--- src/rtl/my_pe_pkg.sv ---
// Shared types and constants for the fp32 dot-product PE sequencer.
package my_pe_pkg;

    typedef enum logic [2:0] {
        S_IDLE    = 3'd0,
        S_FETCH_A = 3'd1,
        S_FETCH_B = 3'd2,
        S_LOAD    = 3'd3,
        S_ISSUE0  = 3'd4,
        S_WAIT    = 3'd5,
        S_DONE    = 3'd6
    } ctrl_state_t;

    localparam logic [31:0] FP32_ZERO       = 32'h0000_0000;
    localparam int          MIN_FMA_LATENCY = 4;

endpackage

--- src/rtl/my_pe_ctrl.sv ---
// Sequencer feeding one fp32 FMA PE through an N-element dot product.
// Optional cycle counter output enabled by MY_PE_CTRL_CYCLE_CNT_EN.
module my_pe_ctrl
    import my_pe_pkg::*;
#(
    parameter int DATA_WIDTH  = 32,
    parameter int VECTOR_SIZE = 16,
    parameter int ADDR_WIDTH  = 6,
    parameter int FMA_LATENCY = 8
) (
    input  logic                  aclk,
    input  logic                  aresetn,
    input  logic                  start,
    output logic                  busy,
    output logic                  done,
    output logic [DATA_WIDTH-1:0] result,
    output logic                  mem_en,
    output logic [ADDR_WIDTH-1:0] mem_addr,
    input  logic [DATA_WIDTH-1:0] mem_rddata,
    output logic [DATA_WIDTH-1:0] pe_ain,
    output logic [DATA_WIDTH-1:0] pe_bin,
    output logic                  pe_valid,
    input  logic                  pe_dvalid,
    input  logic [DATA_WIDTH-1:0] pe_dout
`ifdef MY_PE_CTRL_CYCLE_CNT_EN
    ,
    output logic [31:0]           cycles
`endif
);

    localparam int IDX_W = $clog2(VECTOR_SIZE + 1);
    localparam logic [IDX_W-1:0]      N_IDX  = IDX_W'(VECTOR_SIZE);
    localparam logic [ADDR_WIDTH-1:0] B_BASE = ADDR_WIDTH'(VECTOR_SIZE);

    if (FMA_LATENCY < MIN_FMA_LATENCY) begin : g_lat_chk
        $error("FMA_LATENCY below MIN_FMA_LATENCY");
    end

    ctrl_state_t           state_q, state_d;
    logic [IDX_W-1:0]      idx_q, idx_d;
    logic                  op_ready_q, op_ready_d;
    logic [DATA_WIDTH-1:0] a_stage_q, a_stage_d;
    logic [DATA_WIDTH-1:0] pe_ain_q, pe_ain_d;
    logic [DATA_WIDTH-1:0] pe_bin_q, pe_bin_d;
    logic [DATA_WIDTH-1:0] result_q, result_d;
    logic                  busy_q, busy_d;
    logic                  done_q, done_d;
    logic                  mem_en_c;
    logic [ADDR_WIDTH-1:0] mem_addr_c;
    logic                  pe_valid_c;
    logic [IDX_W-1:0]      idx_inc;

    assign idx_inc = idx_q + IDX_W'(1);

    always_ff @(posedge aclk or negedge aresetn) begin
        if (!aresetn) begin
            state_q    <= S_IDLE;
            idx_q      <= '0;
            op_ready_q <= 1'b0;
            a_stage_q  <= FP32_ZERO;
            pe_ain_q   <= FP32_ZERO;
            pe_bin_q   <= FP32_ZERO;
            result_q   <= FP32_ZERO;
            busy_q     <= 1'b0;
            done_q     <= 1'b0;
        end else begin
            state_q    <= state_d;
            idx_q      <= idx_d;
            op_ready_q <= op_ready_d;
            a_stage_q  <= a_stage_d;
            pe_ain_q   <= pe_ain_d;
            pe_bin_q   <= pe_bin_d;
            result_q   <= result_d;
            busy_q     <= busy_d;
            done_q     <= done_d;
        end
    end

    always_comb begin
        state_d    = state_q;
        idx_d      = idx_q;
        op_ready_d = op_ready_q;
        a_stage_d  = a_stage_q;
        pe_ain_d   = pe_ain_q;
        pe_bin_d   = pe_bin_q;
        result_d   = result_q;
        busy_d     = busy_q;
        done_d     = 1'b0;
        mem_en_c   = 1'b0;
        mem_addr_c = '0;
        pe_valid_c = 1'b0;
        unique case (state_q)
            S_IDLE: begin
                if (start) begin
                    state_d = S_FETCH_A;
                    idx_d   = '0;
                    busy_d  = 1'b1;
                end
            end
            S_FETCH_A: begin
                mem_en_c   = 1'b1;
                mem_addr_c = ADDR_WIDTH'(idx_q);
                state_d    = S_FETCH_B;
            end
            S_FETCH_B: begin
                mem_en_c   = 1'b1;
                mem_addr_c = B_BASE + ADDR_WIDTH'(idx_q);
                a_stage_d  = mem_rddata;
                state_d    = S_LOAD;
            end
            S_LOAD: begin
                pe_ain_d   = a_stage_q;
                pe_bin_d   = mem_rddata;
                op_ready_d = 1'b1;
                state_d    = (idx_q == '0) ? S_ISSUE0 : S_WAIT;
            end
            S_ISSUE0: begin
                pe_valid_c = 1'b1;
                op_ready_d = 1'b0;
                idx_d      = idx_inc;
                state_d    = (idx_inc < N_IDX) ? S_FETCH_A : S_WAIT;
            end
            S_WAIT: begin
                // Issue only on the dvalid cycle so the PE sees its own
                // running sum on the accumulator input.
                if (pe_dvalid) begin
                    if (idx_q < N_IDX) begin
                        if (op_ready_q) begin
                            pe_valid_c = 1'b1;
                            op_ready_d = 1'b0;
                            idx_d      = idx_inc;
                            if (idx_inc < N_IDX) begin
                                state_d = S_FETCH_A;
                            end
                        end
                    end else begin
                        result_d = pe_dout;
                        busy_d   = 1'b0;
                        done_d   = 1'b1;
                        state_d  = S_DONE;
                    end
                end
            end
            S_DONE: begin
                state_d = S_IDLE;
            end
            default: begin
                state_d = S_IDLE;
            end
        endcase
    end

    assign busy     = busy_q;
    assign done     = done_q;
    assign result   = result_q;
    assign mem_en   = mem_en_c;
    assign mem_addr = mem_addr_c;
    assign pe_ain   = pe_ain_q;
    assign pe_bin   = pe_bin_q;
    assign pe_valid = pe_valid_c;

`ifdef MY_PE_CTRL_CYCLE_CNT_EN
    logic [31:0] cycles_q;

    always_ff @(posedge aclk or negedge aresetn) begin
        if (!aresetn) begin
            cycles_q <= '0;
        end else if (state_q == S_IDLE && start) begin
            cycles_q <= '0;
        end else if (busy_q && cycles_q != 32'hFFFF_FFFF) begin
            cycles_q <= cycles_q + 32'd1;
        end
    end

    assign cycles = cycles_q;
`endif

endmodule
--- config.mk ---
export PLATFORM = sky130hd
export DESIGN_NAME = my_pe_ctrl
export DESIGN_NICKNAME = d
export VERILOG_FILES = /design/src/rtl/my_pe_pkg.sv /design/src/rtl/my_pe_ctrl.sv
export SDC_FILE = /design/constraint.sdc
export NUM_CORES = 1
export LEC_CHECK = 0
export CAP_MARGIN = 20
export CELL_PAD_IN_SITES_DETAIL_PLACEMENT = 1
export CELL_PAD_IN_SITES_GLOBAL_PLACEMENT = 1
export CORE_ASPECT_RATIO = 0.75
export CORE_MARGIN = 2
export CORE_UTILIZATION = 37
export CTS_CLUSTER_DIAMETER = 80
export DETAILED_ROUTE_END_ITERATION = 10
export MAX_ROUTING_LAYER = met4
export PLACE_DENSITY = 0.78
export SETUP_SLACK_MARGIN = 0.1
export SKIP_LAST_GASP = 1
export SYNTH_ARGS = -nofsm -noshare
export SYNTH_HDL_FRONTEND = slang
export SYNTH_SLANG_ARGS = --single-unit
export TNS_END_PERCENT = 5
--- constraint.sdc ---
create_clock -name aclk -period 2 [get_ports aclk]
set_input_delay 0.2 -clock aclk [delete_from_list [all_inputs] [get_ports aclk]]
set_output_delay 0.2 -clock aclk [all_outputs]
set_load 0.02 [all_outputs]
Yosys cells after proc, flatten, opt, wreduce, memory -nomap -nowiden
Cells that the tools add are included.
{ "word_totals": {"register_bits": 139, "in_bits": 68, "output_inout_bits": 106} }
{ "classes": {"addsub": 2, "magnitude_cmp": 2, "eq_ne": 12, "n_mux": 29, "n_bitwise": 1, "n_reduce_logical": 11} }
{ "ops": {"columns": ["op", "n"], "rows": [
  ["5-bit two-way mux", 4],
  ["3-bit two-way mux", 6],
  ["3-bit case mux with 6 select lines", 1],
  ["5-bit case mux with 3 select lines", 1],
  ["1-bit two-way mux", 13],
  ["6-bit case mux with 2 select lines", 1],
  ["5-bit less-than comparator (second input constant)", 2],
  ["2-bit != test (second input constant)", 5],
  ["4-bit AND reduction", 2],
  ["5-bit by 5-bit adder with 6-bit output (first input constant)", 1],
  ["3-bit by 2-bit == test with 1-bit output (second input constant)", 2],
  ["3-bit == test (second input constant)", 2],
  ["3-bit != test (second input constant)", 2],
  ["3-bit AND reduction", 2],
  ["3-bit nonzero test", 2],
  ["5-bit by 1-bit adder with 5-bit output (second input constant)", 1],
  ["5-bit logical NOT", 1],
  ["5-bit AND reduction", 1],
  ["1-bit case mux with 2 select lines", 2],
  ["3-bit by 1-bit == test with 1-bit output (second input constant)", 1],
  ["3-bit logical NOT", 1],
  ["1-bit case mux with 3 select lines", 1],
  ["2-bit nonzero test", 1],
  ["2-bit OR reduction", 1],
  ["1-bit NOT", 1]
]} }

Depth between registers and ports, before layout
{ "depth": {"word_depth": 7, "mapped_depth": 6, "ltp_nobuf": 6} }

Worst setup path before layout
Ideal clock, no wire load.
{ "synth_path": {"path_kind": "register to register", "start": "register state_q[2]", "end": "register a_stage_q[10]", "setup_ns": 0.125, "arrival_ns": 1.311, "slack_ns": 0.565, "stages_incl_launch_ff": 7, "n_path_buf": 3, "period_less_slack_ns": 1.435, "cell_sequence": "dfrtp_1 buf_6 nor2b_4 and2_1 buf_6 buf_6 mux2_2"} }
{ "synth_between": {"elab_chain_cells": 1} }
{ "synth_lines": {"columns": ["item", "line", "text"], "rows": [
  ["start, declared", "my_pe_ctrl.sv:39", "ctrl_state_t state_q, state_d;"],
  ["start signal, assigned", "my_pe_ctrl.sv:67", "state_q <= state_d;"],
  ["3-bit by 2-bit == test with 1-bit output", "my_pe_ctrl.sv:92", "unique case (state_q)"],
  ["end signal, assigned", "my_pe_ctrl.sv:70", "a_stage_q <= a_stage_d;"],
  ["end, declared", "my_pe_ctrl.sv:42", "logic [DATA_WIDTH-1:0] a_stage_q, a_stage_d;"]
]} }
Every way passes these cells.
A chain may end at the register's enable or synchronous reset.

Worst setup path in the final report
{ "layout_path": {"start": "register state_q[1]", "end": "output port mem_en"} }
{ "layout_between": {"elab_chain_cells": 3, "word_cells_on_any_way": 4, "classes_between": "2 x eq/ne; 1 x mux; 1 x reduce/logical"} }
{ "layout_lines": {"columns": ["item", "line", "text"], "rows": [
  ["3-bit by 2-bit == test with 1-bit output / 3-bit by 1-bit == test with 1-bit output (equally long branches)", "my_pe_ctrl.sv:92", null],
  ["2-bit OR reduction (no line) (*)", null, null],
  ["1-bit two-way mux (*)", "my_pe_ctrl.sv:92", null],
  ["end, declared", "my_pe_ctrl.sv:17", "output logic mem_en,"]
]} }
Mark *: on every way between the ends. The rest lies on a longest branch, timed or not.

==> results.md <==
* Clock root buffer: clkbuf_16
* Vias in the first global route at 4025
* Total track usage at 18.23%
* Final ANT Viol Nets at 0
* Crit path launch: state_q[1]
* Max Slew Vio Count at 0
* Max-cap viol count at 0
* Reg-to-reg slack, setup at 310 ps
* GR Overflow Total at 0
* Kind of critical path: flop to output pin
* DRC violations left at 0
* Adder-Cell Fraction of Synth Area at 0.6777%
* Synth-to-Final Area Change at 47.48%
* Row count at 38
* Most frequent cells in the layout: clkdlybuf4s50_1, dfrtp_1, mux2_2
* Clk sinks at 139
* Num CTS Buffers at 17
* Worst VDD drop at 0.7997 mV
* Min Tclk post-route at 2095 ps
* HPWL Detailed at 9630 um
* Pwr dens at 1672 nW/um2
* RSZ-0062 raised after global routing: yes
* CP Max Fanout at 12
* Crit path arrival time at 1900 ps
* CTS tree: built
* Total power at 13.66 mW
* Clock buffer depth at 2
* Worst-Margin Slew at 423.7 ps
* Post-synthesis simple-gate area fraction at 3.998%
* Sequential share of the synthesized area at 62.80%
* Cell Area, Synth at 5539 um2
* Via density at 4.771
* Die width at 145.3 um
* DRT Pass-1 Iters at 4
* Die Ht at 110.0 um
* Crit path capture type: output pin
* Yosys reg bits at 139
* Final hold violations at 0
* Gpl congestion at 0.8400
* Setup TNS at -95.24 ps
* First-pass GRT wire length at 21650 um
* Worst Path Required at 1800 ps
* Initial Utilization at 38.07%
* Clock slew seen by the registers of the worst setup and hold paths at 60 ps
* Area of the multi-input gates at 1861 um2
* Failing checks: setup timing
* H-tree depth at 4
* Post-DP Area at 7538 um2
* Post-Syn Area per Cell at 15.65 um2
* Clock Skew at 9.014 ps
* IO Count at 174
* Vias at 3607
* Cell count after synthesis at 354
* P_leak at 3.597 nW
* Die area at 15980 um2
* Syn Nets at 425
* Final worst slack at -95.24 ps
* Initial antenna violation count at 0
* Nets at 615
* YS warnings at 0
* R2r startpoint: idx_q[0]
* Layout cells sized above 1 at 32.55%
* Crit path launch type: flop
* Unique masters post-synth at 36
* Antenna cells at 0
* Setup violators final at 1
* Count of input and output buffers at 173
* Per-cell routed wire length at 17.89 um
* Crit share post-route at 104.8%
* Peak Freq at 477.3 MHz
* HP Class: primary input to asynchronous set/reset pin
* Cell area after layout at 8169 um2
* Post-synthesis xor/xnor area fraction at 0.1581%
* Post-synthesis mux area share at 26.34%
* Status: finished with violations
* WL final at 13530 um
* Compound-Gate Fraction of Synth Area at 2.304%
* Largest net degree at the start of global routing at 58
* Max_slew headroom at 71.75%
* Largest family of logic cells by synthesized area: multiplexers
* Setup WS pre-CTS at 132.0 ps
* Commonest non-fill, non-tap cell in the layout: clkdlybuf4s50_1
* Placeable core region at 14550 um2
* Filler cell count at 1405
* Clk_lat worst skew at 410 ps
* Initial DRC count at 92
* Reg area at 3482 um2
-- timing repair --
item                                    in CTS  in global routing
endpoints found under the setup margin       8                  8
resized for setup                           10                  1
pin swaps                                    0                  0
gates cloned                                 0                  0
hold buffers                                 1                  0
hold endpoints to repair                    42                  0
buffers inserted                             0                  3
-- sequential cells by signal, summed over array words and instances (netlist names) --
| signal | cells |
|---|---|
| a_stage_q | 32 |
| pe_ain | 32 |
| pe_bin | 32 |
| result | 32 |
| idx_q | 5 |
| state_q | 3 |
| busy | 1 |
| done | 1 |
| op_ready_q | 1 |
-- worst paths after layout --
path                                     end  depth (start not counted)
worst max-delay path                  mem_en                          4
worst min-delay path              result[12]                          2
worst max register to register    state_q[2]                          6
worst min register to register    result[26]                          1
max in group asynchronous       a_stage_q[4]                          3
min in group aclk                 result[26]                          2
-- power breakdown --
part / total [mW] / internal, mW / switching [mW]
Sequential: 4.70 / 4.04 / 0.667
Combinational: 5.84 / 3.18 / 2.67
Clock: 3.11 / 1.96 / 1.15
Total: 13.7 / 9.17 / 4.49
-- stage by stage --
step	util, %	hold WS, ps	std cells
2_1_floorplan	-	-95.59	354
3_3_place_gp	51.81	146.4	721
3_5_place_dp	51.81	153.1	721
4_1_cts	55.98	289.5	753
5_1_grt	56.15	305.1	756
6_report	56.15	280.6	756
-- cells by family after synthesis --
| logic type | count (synthesis) |
|---|---|
| DFF | 139 |
| and+or+nand+nor | 35 |
| buffers and inverters | 28 |
| adders and majority gates | 3 |
| xor gates and xnor gates | 1 |
| AOI/OAI and AO/OA | 19 |
| muxes | 129 |
-- cell usage after synthesis --
library cell / number / share of area (%)
nor3_1: 6 / 0.54
buf_6: 11 / 2.2
nand4_4: 1 / 0.38
nor2b_1: 3 / 0.34
buf_2: 3 / 0.27
mux2_4: 2 / 0.54
o2bb2ai_1: 1 / 0.16
inv_1: 9 / 0.61
mux2_1: 5 / 1.0
nor3b_1: 1 / 0.14
nand3b_1: 1 / 0.14
nand3_1: 4 / 0.36
or3_1: 2 / 0.23
clkbuf_1: 1 / 0.068
o22ai_1: 2 / 0.23
and2b_2: 1 / 0.16
a21oi_1: 3 / 0.27
mux2_2: 121 / 25
xnor2_1: 1 / 0.16
nand2_1: 2 / 0.14
mux2i_1: 1 / 0.18
buf_4: 4 / 0.54
nand4b_1: 1 / 0.16
nand2b_1: 3 / 0.34
o221ai_1: 3 / 0.47
o21ai_0: 6 / 0.54
and3_1: 2 / 0.23
dfrtp_1: 139 / 63
nor2_1: 5 / 0.34
nor2b_4: 1 / 0.25
a211oi_1: 1 / 0.14
and3b_1: 1 / 0.16
o41ai_1: 2 / 0.32
and2_1: 1 / 0.11
ha_1: 3 / 0.68
a21bo_2: 1 / 0.18
-- per-layer routing --
layer / part of all wire (%) / vias up / global-route usage [%]
met2: 45 / 147 / 27.69
met4: 1.5 / 0 / 6.793
met1: 45 / 1808 / 22.15
met3: 8.2 / 16 / 7.303
li1: - / 1636 / -
met5: 0 / - / -
-- worst max-delay path: stages, from the launching register on --
cell             delay, ps
dfrtp_2                490
xnor2_1                160
buf_4                  160
nor2_1                  80
clkdlybuf4s50_1        610
-- area by class of cell --
type | count | share of cell area [%]
clock inverter | 10 | 1.424
multi-input combinational | 187 | 22.78
sequential | 139 | 42.63
inverter | 9 | 0.4135
timing repair buffer | 190 | 23.82
tap | 200 | 3.063
clock buffer | 21 | 5.881
Power figures use the tool's default switching activity.
